===== config.mk =====
export PLATFORM = sky130hd
export DESIGN_NAME = fifo_wr_arbiter
export DESIGN_NICKNAME = d
export VERILOG_FILES = /design/src/rtl/fifo_wr_arbiter_pkg.sv /design/src/rtl/fifo_wr_arbiter_rr_pick.sv /design/src/rtl/fifo_wr_arbiter.sv
export SDC_FILE = /design/constraint.sdc
export NUM_CORES = 1
export LEC_CHECK = 0
export CELL_PAD_IN_SITES_DETAIL_PLACEMENT = 1
export CELL_PAD_IN_SITES_GLOBAL_PLACEMENT = 1
export CORE_UTILIZATION = 25
export DETAILED_ROUTE_END_ITERATION = 7
export GPL_ROUTABILITY_DRIVEN = 1
export HOLD_SLACK_MARGIN = 0.03
export PLACE_DENSITY = 0.82
export SETUP_SLACK_MARGIN = 0.05
export SYNTH_ARGS = -nofsm -noshare
export SYNTH_HDL_FRONTEND = slang
export SYNTH_SLANG_ARGS = --single-unit

===== constraint.sdc =====
create_clock -name clk -period 3.43 [get_ports clk]
set_input_delay 0.5145 -clock clk [delete_from_list [all_inputs] [get_ports clk]]
set_output_delay 0.5145 -clock clk [all_outputs]
set_load 0.05 [all_outputs]

===== src/rtl/fifo_wr_arbiter_pkg.sv =====
// Shared definitions for the FIFO write-side arbiter: state encoding,
// index-width calculation and packed-bus slicing.
package fifo_wr_arbiter_pkg;

  typedef enum logic {
    ST_IDLE = 1'b0,
    ST_BUSY = 1'b1
  } state_t;

  // Requester index width; never below one bit so a vector is always declarable.
  function automatic int calc_iw(input int n);
    return (n < 2) ? 1 : $clog2(n);
  endfunction

  // Low bit of word idx inside a packed bus of dw-bit words.
  function automatic int slice_lo(input int idx, input int dw);
    return idx * dw;
  endfunction

endpackage


===== src/rtl/fifo_wr_arbiter_rr_pick.sv =====
// Combinational round-robin selector: first set bit of req scanning from ptr
// upward, wrapping modulo N.
module fifo_wr_arbiter_rr_pick #(
  parameter int N  = 4,
  parameter int IW = 2
) (
  input  logic [N-1:0]  req,
  input  logic [IW-1:0] ptr,
  output logic          any,
  output logic [IW-1:0] idx
);

  logic [IW-1:0] w_cand;

  // Scan from the farthest offset down so the closest-to-ptr request wins.
  always_comb begin
    any    = |req;
    idx    = '0;
    w_cand = '0;
    for (int k = N - 1; k >= 0; k--) begin
      w_cand = IW'((int'(ptr) + k) % N);
      if (req[w_cand]) idx = w_cand;
    end
  end

endmodule


===== src/rtl/fifo_wr_arbiter.sv =====
// Round-robin arbiter sharing one FIFO write port among NREQ requesters,
// with bounded bursts, idle timeout and full / prog_full backpressure.
module fifo_wr_arbiter
  import fifo_wr_arbiter_pkg::*;
#(
  parameter  int NREQ      = 4,
  parameter  int DW        = 16,
  parameter  int MAX_BURST = 8,
  parameter  int TIMEOUT   = 15,
  localparam int IW        = calc_iw(NREQ)
) (
  input  logic             clk,
  input  logic             rst,
  input  logic [NREQ-1:0]  req_valid,
  input  logic [NREQ*DW-1:0] req_data,
  input  logic [NREQ-1:0]  req_last,
  output logic [NREQ-1:0]  req_ready,
  output logic             fifo_wren,
  output logic [DW-1:0]    fifo_wdata,
  input  logic             fifo_wfull,
  input  logic             fifo_prog_full,
  output logic             grant_vld,
  output logic [IW-1:0]    grant_id
);

  localparam int BW = $clog2(MAX_BURST + 1);
  localparam int TW = $clog2(TIMEOUT + 1);

  state_t          r_state;
  logic [IW-1:0]   r_gnt_q;
  logic [IW-1:0]   r_rr_ptr;
  logic [BW-1:0]   r_beat_cnt;
  logic [TW-1:0]   r_idle_cnt;

  logic            w_pick_any;
  logic [IW-1:0]   w_pick_idx;
  logic [IW-1:0]   w_gnt_next;
  logic            w_busy;
  logic            w_ready_g;
  logic            w_xfer;
  logic            w_last_beat;
  logic            w_idle_cyc;
  logic            w_timeout;
  logic [DW-1:0]   w_req_words [NREQ];

  for (genvar gi = 0; gi < NREQ; gi++) begin : g_slice
    assign w_req_words[gi] = req_data[slice_lo(gi, DW) +: DW];
  end

  fifo_wr_arbiter_rr_pick #(
    .N  (NREQ),
    .IW (IW)
  ) u_rr_pick (
    .req (req_valid),
    .ptr (r_rr_ptr),
    .any (w_pick_any),
    .idx (w_pick_idx)
  );

  // Holding rst masks the outputs so no beat is accepted on the reset edge.
  assign w_busy      = (r_state == ST_BUSY) && !rst;
  assign w_ready_g   = w_busy && !fifo_wfull;
  assign w_xfer      = w_ready_g && req_valid[r_gnt_q];
  assign w_last_beat = req_last[r_gnt_q] || (r_beat_cnt == BW'(MAX_BURST - 1));
  assign w_idle_cyc  = w_ready_g && !req_valid[r_gnt_q];
  assign w_timeout   = w_idle_cyc && (r_idle_cnt == TW'(TIMEOUT - 1));
  assign w_gnt_next  = (r_gnt_q == IW'(NREQ - 1)) ? '0 : r_gnt_q + IW'(1);

  always_comb begin
    req_ready = '0;
    if (w_ready_g) req_ready[r_gnt_q] = 1'b1;
  end

  assign fifo_wren  = w_xfer;
  assign fifo_wdata = w_busy ? w_req_words[r_gnt_q] : '0;
  assign grant_vld  = w_busy;
  assign grant_id   = w_busy ? r_gnt_q : '0;

  always_ff @(posedge clk) begin
    if (rst) begin
      r_state    <= ST_IDLE;
      r_gnt_q    <= '0;
      r_rr_ptr   <= '0;
      r_beat_cnt <= '0;
      r_idle_cnt <= '0;
    end else begin
      case (r_state)
        ST_IDLE: begin
          if (w_pick_any && !fifo_prog_full) begin
            r_gnt_q    <= w_pick_idx;
            r_beat_cnt <= '0;
            r_idle_cnt <= '0;
            r_state    <= ST_BUSY;
          end
        end
        ST_BUSY: begin
          if (w_xfer) begin
            r_beat_cnt <= r_beat_cnt + BW'(1);
            r_idle_cnt <= '0;
            if (w_last_beat) begin
              r_state  <= ST_IDLE;
              r_rr_ptr <= w_gnt_next;
            end
          end else if (w_idle_cyc) begin
            r_idle_cnt <= r_idle_cnt + TW'(1);
            if (w_timeout) begin
              r_state  <= ST_IDLE;
              r_rr_ptr <= w_gnt_next;
            end
          end
        end
        default: r_state <= ST_IDLE;
      endcase
    end
  end

endmodule


# Yosys cells after proc, flatten, opt, wreduce, memory -nomap -nowiden
# Cells that the tools add are included.
[op_classes]
add_sub_neg = 6
n_mul = 0
div_mod_pow = 0
order_cmp = 7
n_eq_ne = 7
shifts = 0
mux = 41
bitwise = 2
reduce_logical = 19
[ops]
columns = ["operator", "n"]
rows = [
  ["two-way mux 16 bit", 3],
  ["binary-select mux 16 bit (select 2 bit)", 1],
  ["two-way mux 2 bit", 10],
  ["two-way mux 4 bit", 5],
  ["case mux 4 bit (2 select lines)", 2],
  ["< comparator 2 x 3 -> 1 bit (second input constant)", 5],
  ["binary-select mux 1 bit (select 2 bit)", 6],
  ["two-way mux 1 bit", 12],
  ["adder 4 x 1 -> 4 bit (second input constant)", 2],
  ["logical AND 1 bit", 7],
  ["AND reduction 2 bit", 3],
  ["adder 2 x 1 -> 2 bit (second input constant)", 2],
  ["adder 2 bit (second input constant)", 2],
  ["equality test 4 x 3 -> 1 bit (second input constant)", 1],
  ["equality test 4 bit (second input constant)", 1],
  ["zero test 1 bit", 4],
  ["inequality test 2 bit (second input constant)", 2],
  ["AND reduction 4 bit", 1],
  ["nonzero test 2 bit", 2],
  ["OR reduction 4 bit", 1],
  [">= comparator 3 bit (second input constant)", 1],
  ["inequality test 3 x 2 -> 1 bit (second input constant)", 1],
  ["NOT 2 -> 3 bit", 1],
  ["demux 1 bit (select 2 bit)", 1],
  ["6 further kinds", 6],
]
[word_totals]
regBits = 13
latch_bits = 0
ramBits = 0
mem_bits_ro = 0
input_bits = 76
out_inout_bits = 24
elab_cells = 87
mem_count = 0

# Logic depth before layout (Yosys ltp)
[logic_depth]
word_depth = 9
depth_mapped = 6
ltp_nobuf = 6

# By module
# Synthesis repeated with hierarchy kept, for this count alone.
[hier_totals]
cells_unflattened = 140
hier_area_um2 = 1367.6
[by_module_without_submodules]
columns = ["mod", "instances", "cells_each", "area_per_inst_um2", "seq_area_each_um2"]
rows = [
  ["fifo_wr_arbiter", 1, 127, 1290.0, 260.2],
  ["fifo_wr_arbiter_rr_pick", 1, 13, 77.6, 0.0],
]

# Least setup slack after synthesis
# Ideal clock, no wire load.
[synth_timing]
kind = "input to output"
startpoint = "in rst"
endpoint = "out fifo_wdata[10]"
arrival_ns = 1.890
required_time_ns = 2.915
slack_ns = 1.025
stages = 4
path_buffers = 1
cell_sequence = "nand2b_1 > inv_1 > clkbuf_1 > and2_1"
[synth_between]
elab_chain_cells = 3
[synth_lines]
columns = ["item", "line", "text"]
rows = [
  ["start: declaration", "fifo_wr_arbiter.sv:13", "input logic rst,"],
  ["zero test 1 bit", "fifo_wr_arbiter.sv:61", "assign w_busy = (r_state == ST_BUSY) && !rst;"],
  ["logical AND 1 bit", "fifo_wr_arbiter.sv:61", ""],
  ["named net grant_vld", "fifo_wr_arbiter.sv:22", "output logic grant_vld,"],
  ["two-way mux 16 bit", "fifo_wr_arbiter.sv:75", "assign fifo_wdata = w_busy ? w_req_words[r_gnt_q] : '0;"],
  ["end: declaration", "fifo_wr_arbiter.sv:19", "output logic [DW-1:0] fifo_wdata,"],
]
# The timed path passes the listed nets, and every way through them passes these cells.

# Worst setup path after layout
[layout_timing]
startpoint = "in rst"
endpoint = "out grant_vld"
[layout_between]
elab_chain_cells = 2
[layout_lines]
columns = ["item", "line"]
rows = [
  ["zero test 1 bit", "fifo_wr_arbiter.sv:61"],
  ["logical AND 1 bit", "fifo_wr_arbiter.sv:61"],
  ["end: declaration", "fifo_wr_arbiter.sv:22"],
]
# Every way passes these cells.

==> summary.txt <==
Timing
  • RSZ-0062 raised after global routing: false
  • Setup violators final: 0
  • Minimum clock period after layout: about 2.6 ns
  • Slew HR: 60.9%
  • Achievable frequency: 388 MHz
  • Setup TNS: 0 ns
  • Worst Clk Skew: 0.000426 ns
  • Pin slew with the least headroom to its limit: 0.586 ns
  • Crit share post-route: approximately three quarters
  • Final Max Tran Viols: 0
  • Fin. Hold Viols: 0

Critical path
  • WP depth: 4
  • Critical path class: input port to output port
  • Critical Path RT: 2.92 ns
  • Worst Setup Start Kind: input port
  • Worst r2r path cells: 5
  • CP Capture Point: grant_vld
  • Buf+Inv Stages, Crit Path: 3
  • CP max FO: 3
  • Crit. End Element: output port
  • Slowest-stage cell, CP: clkdlybuf4s50_1
  • Cell Chain, Critical Path: clkdlybuf4s50_1 > nand2b_1 > inv_1 > clkdlybuf4s50_1
  • Critical Path AT: slightly above 2 ns
  • Beginning of the critical path: rst
  • Most common cell on crit path: clkdlybuf4s50_1
  • Largest delay share family, worst path: buffers and inverters
  • Reg2reg setup slack: 1.03 ns
  • Critical R2R Capture: r_rr_ptr[0]
  • FF-to-FF Start: r_gnt_q[0]
  • CP peak stage delay: 0.84 ns

Synth
  • Syn Nets: 216
  • Ys flop type: dfxtp_1
  • Syn Inst Count: approximately 130
  • Syn Std Cell Area: 1310 um^2
  • Seq cells post-synth: 13
  • Synth unique cells: 37
  • Register area share after synthesis: 19.8%
  • Syn_area_per_cell: 9.86 um^2
  • Post-synth EDFFs: 0
  • Ys Warns: 0
  • Synth async-reset ratio: 0%

CTS
  • Cts hold-fix bufs: 0
  • Setup Buffers After CTS: 0
  • Cts repair resizes: 0
  • Clock Pin Slew Worst Setup and Hold Paths: 0.06 ns
  • Clk sinks: 13
  • CTS root buf: clkbuf_8
  • TritonCTS Buffers: 3
  • # H-tree levels: 1
  • CTS tree: yes
  • Clk buf depth: 2
  • Clk_lat worst skew: 0.24 ns

Drt
  • DR vias/cell: roughly 4.9
  • Vias: 1466
  • WL/cell: about 17 um
  • DR pass1 iterations: 3
  • Routed WL: ~5000 um
  • Initial DRC count: 25
  • ANT nets after route: 0
  • DR DRC count: 0

Finish
  • Final Non-Filler Cells: 301
  • Nets: 318
  • Area of the multi-input gates: between 900 and 1000 um^2
  • Ant. Diodes: 0
  • Fillers: 578
  • Area growth syn-to-layout: 87.4%
  • Reg area: 260 um^2
  • Layout cells sized above 1: a little over a fifth

Global route
  • Total gr overflow: 0
  • Initial antenna violation count: 0
  • Total GRT Usage: 17.3%
  • First-pass GRT wire length: 7160 um
  • Number of global-route vias before repair: 1422
  • Largest net degree at the start of global routing: 17

Min path
  • Hold WC Path Type: flop to flop

Floorplan
  • Die Ht: 74.4 um
  • Area of the core: 4880 um^2
  • Rows: 25
  • Die X: 74.4 um
  • Initial cell density of the core: 26.9%
  • # IOs: 100
  • Die area: 5540 um^2

Power and ir drop
  • Peak VDD IR: between 0.00015 and 0.0002 V
  • Lkg Pwr: 0.923 nW
  • PwrDens: 215 nW/um^2
  • Design Power: 0.528 mW

Run
  • Maxcap violations: 0

Placement
  • Placed Cells: 297
  • I/O Buffers: 99
  • Final Wtd Congestion: 0.719
  • Post-DP HPWL: 4240 um

Run status
  • Status: finished, final reports clean
power breakdown:
part	total [mW]	switching [mW]	internal, mW
registers	0.163	0.00883	0.155
clock network	0.138	0.0563	0.0821
logic	0.227	0.0883	0.138
total	0.528	0.153	0.375
cell usage after synthesis (2+ instances only):
cell type  count  area, um^2
a311oi_1       2        17.5
inv_1          7        26.3
clkbuf_1       2        7.51
buf_2          3        15.0
ha_1           7        87.6
nand3_1        3        15.0
a21oi_1        8        40.0
and2_1        20         125
or2_1          3        18.8
nor4_1         2        12.5
nand2_1        7        26.3
mux4_2        18         405
xnor2_1        2        17.5
nor3b_1        2        15.0
nor2_1        12        45.0
dfxtp_1       13         260
nand2b_1       2        12.5
worst min-delay path by stage:
stage	from	end	slack (ns)	depth (start not counted)
after floorplan	r_beat_cnt[3]	r_beat_cnt[3]	0.44	1
after global placement	r_beat_cnt[3]	r_beat_cnt[3]	0.47	1
after detailed placement	r_beat_cnt[3]	r_beat_cnt[3]	0.48	1
after CTS	r_beat_cnt[3]	r_beat_cnt[3]	0.49	1
after global routing	r_beat_cnt[3]	r_beat_cnt[3]	0.50	1
final	r_beat_cnt[3]	r_beat_cnt[3]	0.49	1
per-stage QoR:
| stage | cell area [um^2] | hold WS, ns | worst slack [ns] | util (%) |
|---|---|---|---|---|
| 6_report | 2460 | 0.492 | 0.850 | 50.4 |
| 5_1_grt | 2460 | 0.497 | 0.695 | 50.4 |
| 3_3_place_gp | 2410 | 0.473 | 0.846 | 49.4 |
| 2_1_floorplan | 1310 | 0.443 | 1.03 | - |
| 3_5_place_dp | 2410 | 0.479 | 0.833 | 49.4 |
| 4_1_cts | 2460 | 0.486 | 0.828 | 50.4 |
area by class of cell:
type / instances / share of cell area, %
repair buffers: 104 / 42.8
well taps: 67 / 3.41
clock buffers: 4 / 1.83
multi-input cells: 106 / 40.3
inverters: 7 / 1.07
flip-flops and latches: 13 / 10.6
metal layers:
metal / track usage, % / share of wire [%]
met5: 0 / 0
met2: 30.7 / 51
met3: 4.74 / 9.1
met1: 20.2 / 38
met4: 4.82 / 1.3
cells by family (layout without fill, tap and decap cells):
| logic type | after synthesis | count (layout) | synth area share, % |
|---|---|---|---|
| buffers and inverters | 14 | 115 | 4.58 |
| muxes | 21 | 21 | 33.7 |
| xor gates and xnor gates | 3 | 3 | 2.00 |
| DFF | 13 | 13 | 19.8 |
| AOI/OAI and AO/OA | 17 | 17 | 8.68 |
| and+or+nand+nor | 58 | 58 | 24.5 |
| adders and majority gates | 7 | 7 | 6.68 |
sequential cells by signal, summed over array words and instances (netlist names):
name and cells:
r_rr_ptr 2, r_beat_cnt 4, r_state 1, r_gnt_q 2
r_idle_cnt 4
cells in the final DEF, fill, tap and decap left out, drive strengths merged, types with 2 or more instances in the layout:
cell	instances
nand3	3
nand2	7
nor3b	2
nor4	2
mux2	2
nor2	12
dfxtp	13
mux4	18
a311oi	2
and2	20
or3b	2
clkbuf	4
inv	7
nand2b	2
a21oi	8
or2	4
clkdlybuf4s50	78
xnor2	2
ha	7
buf	26
Note: power is estimated with default switching activity, not from simulation.
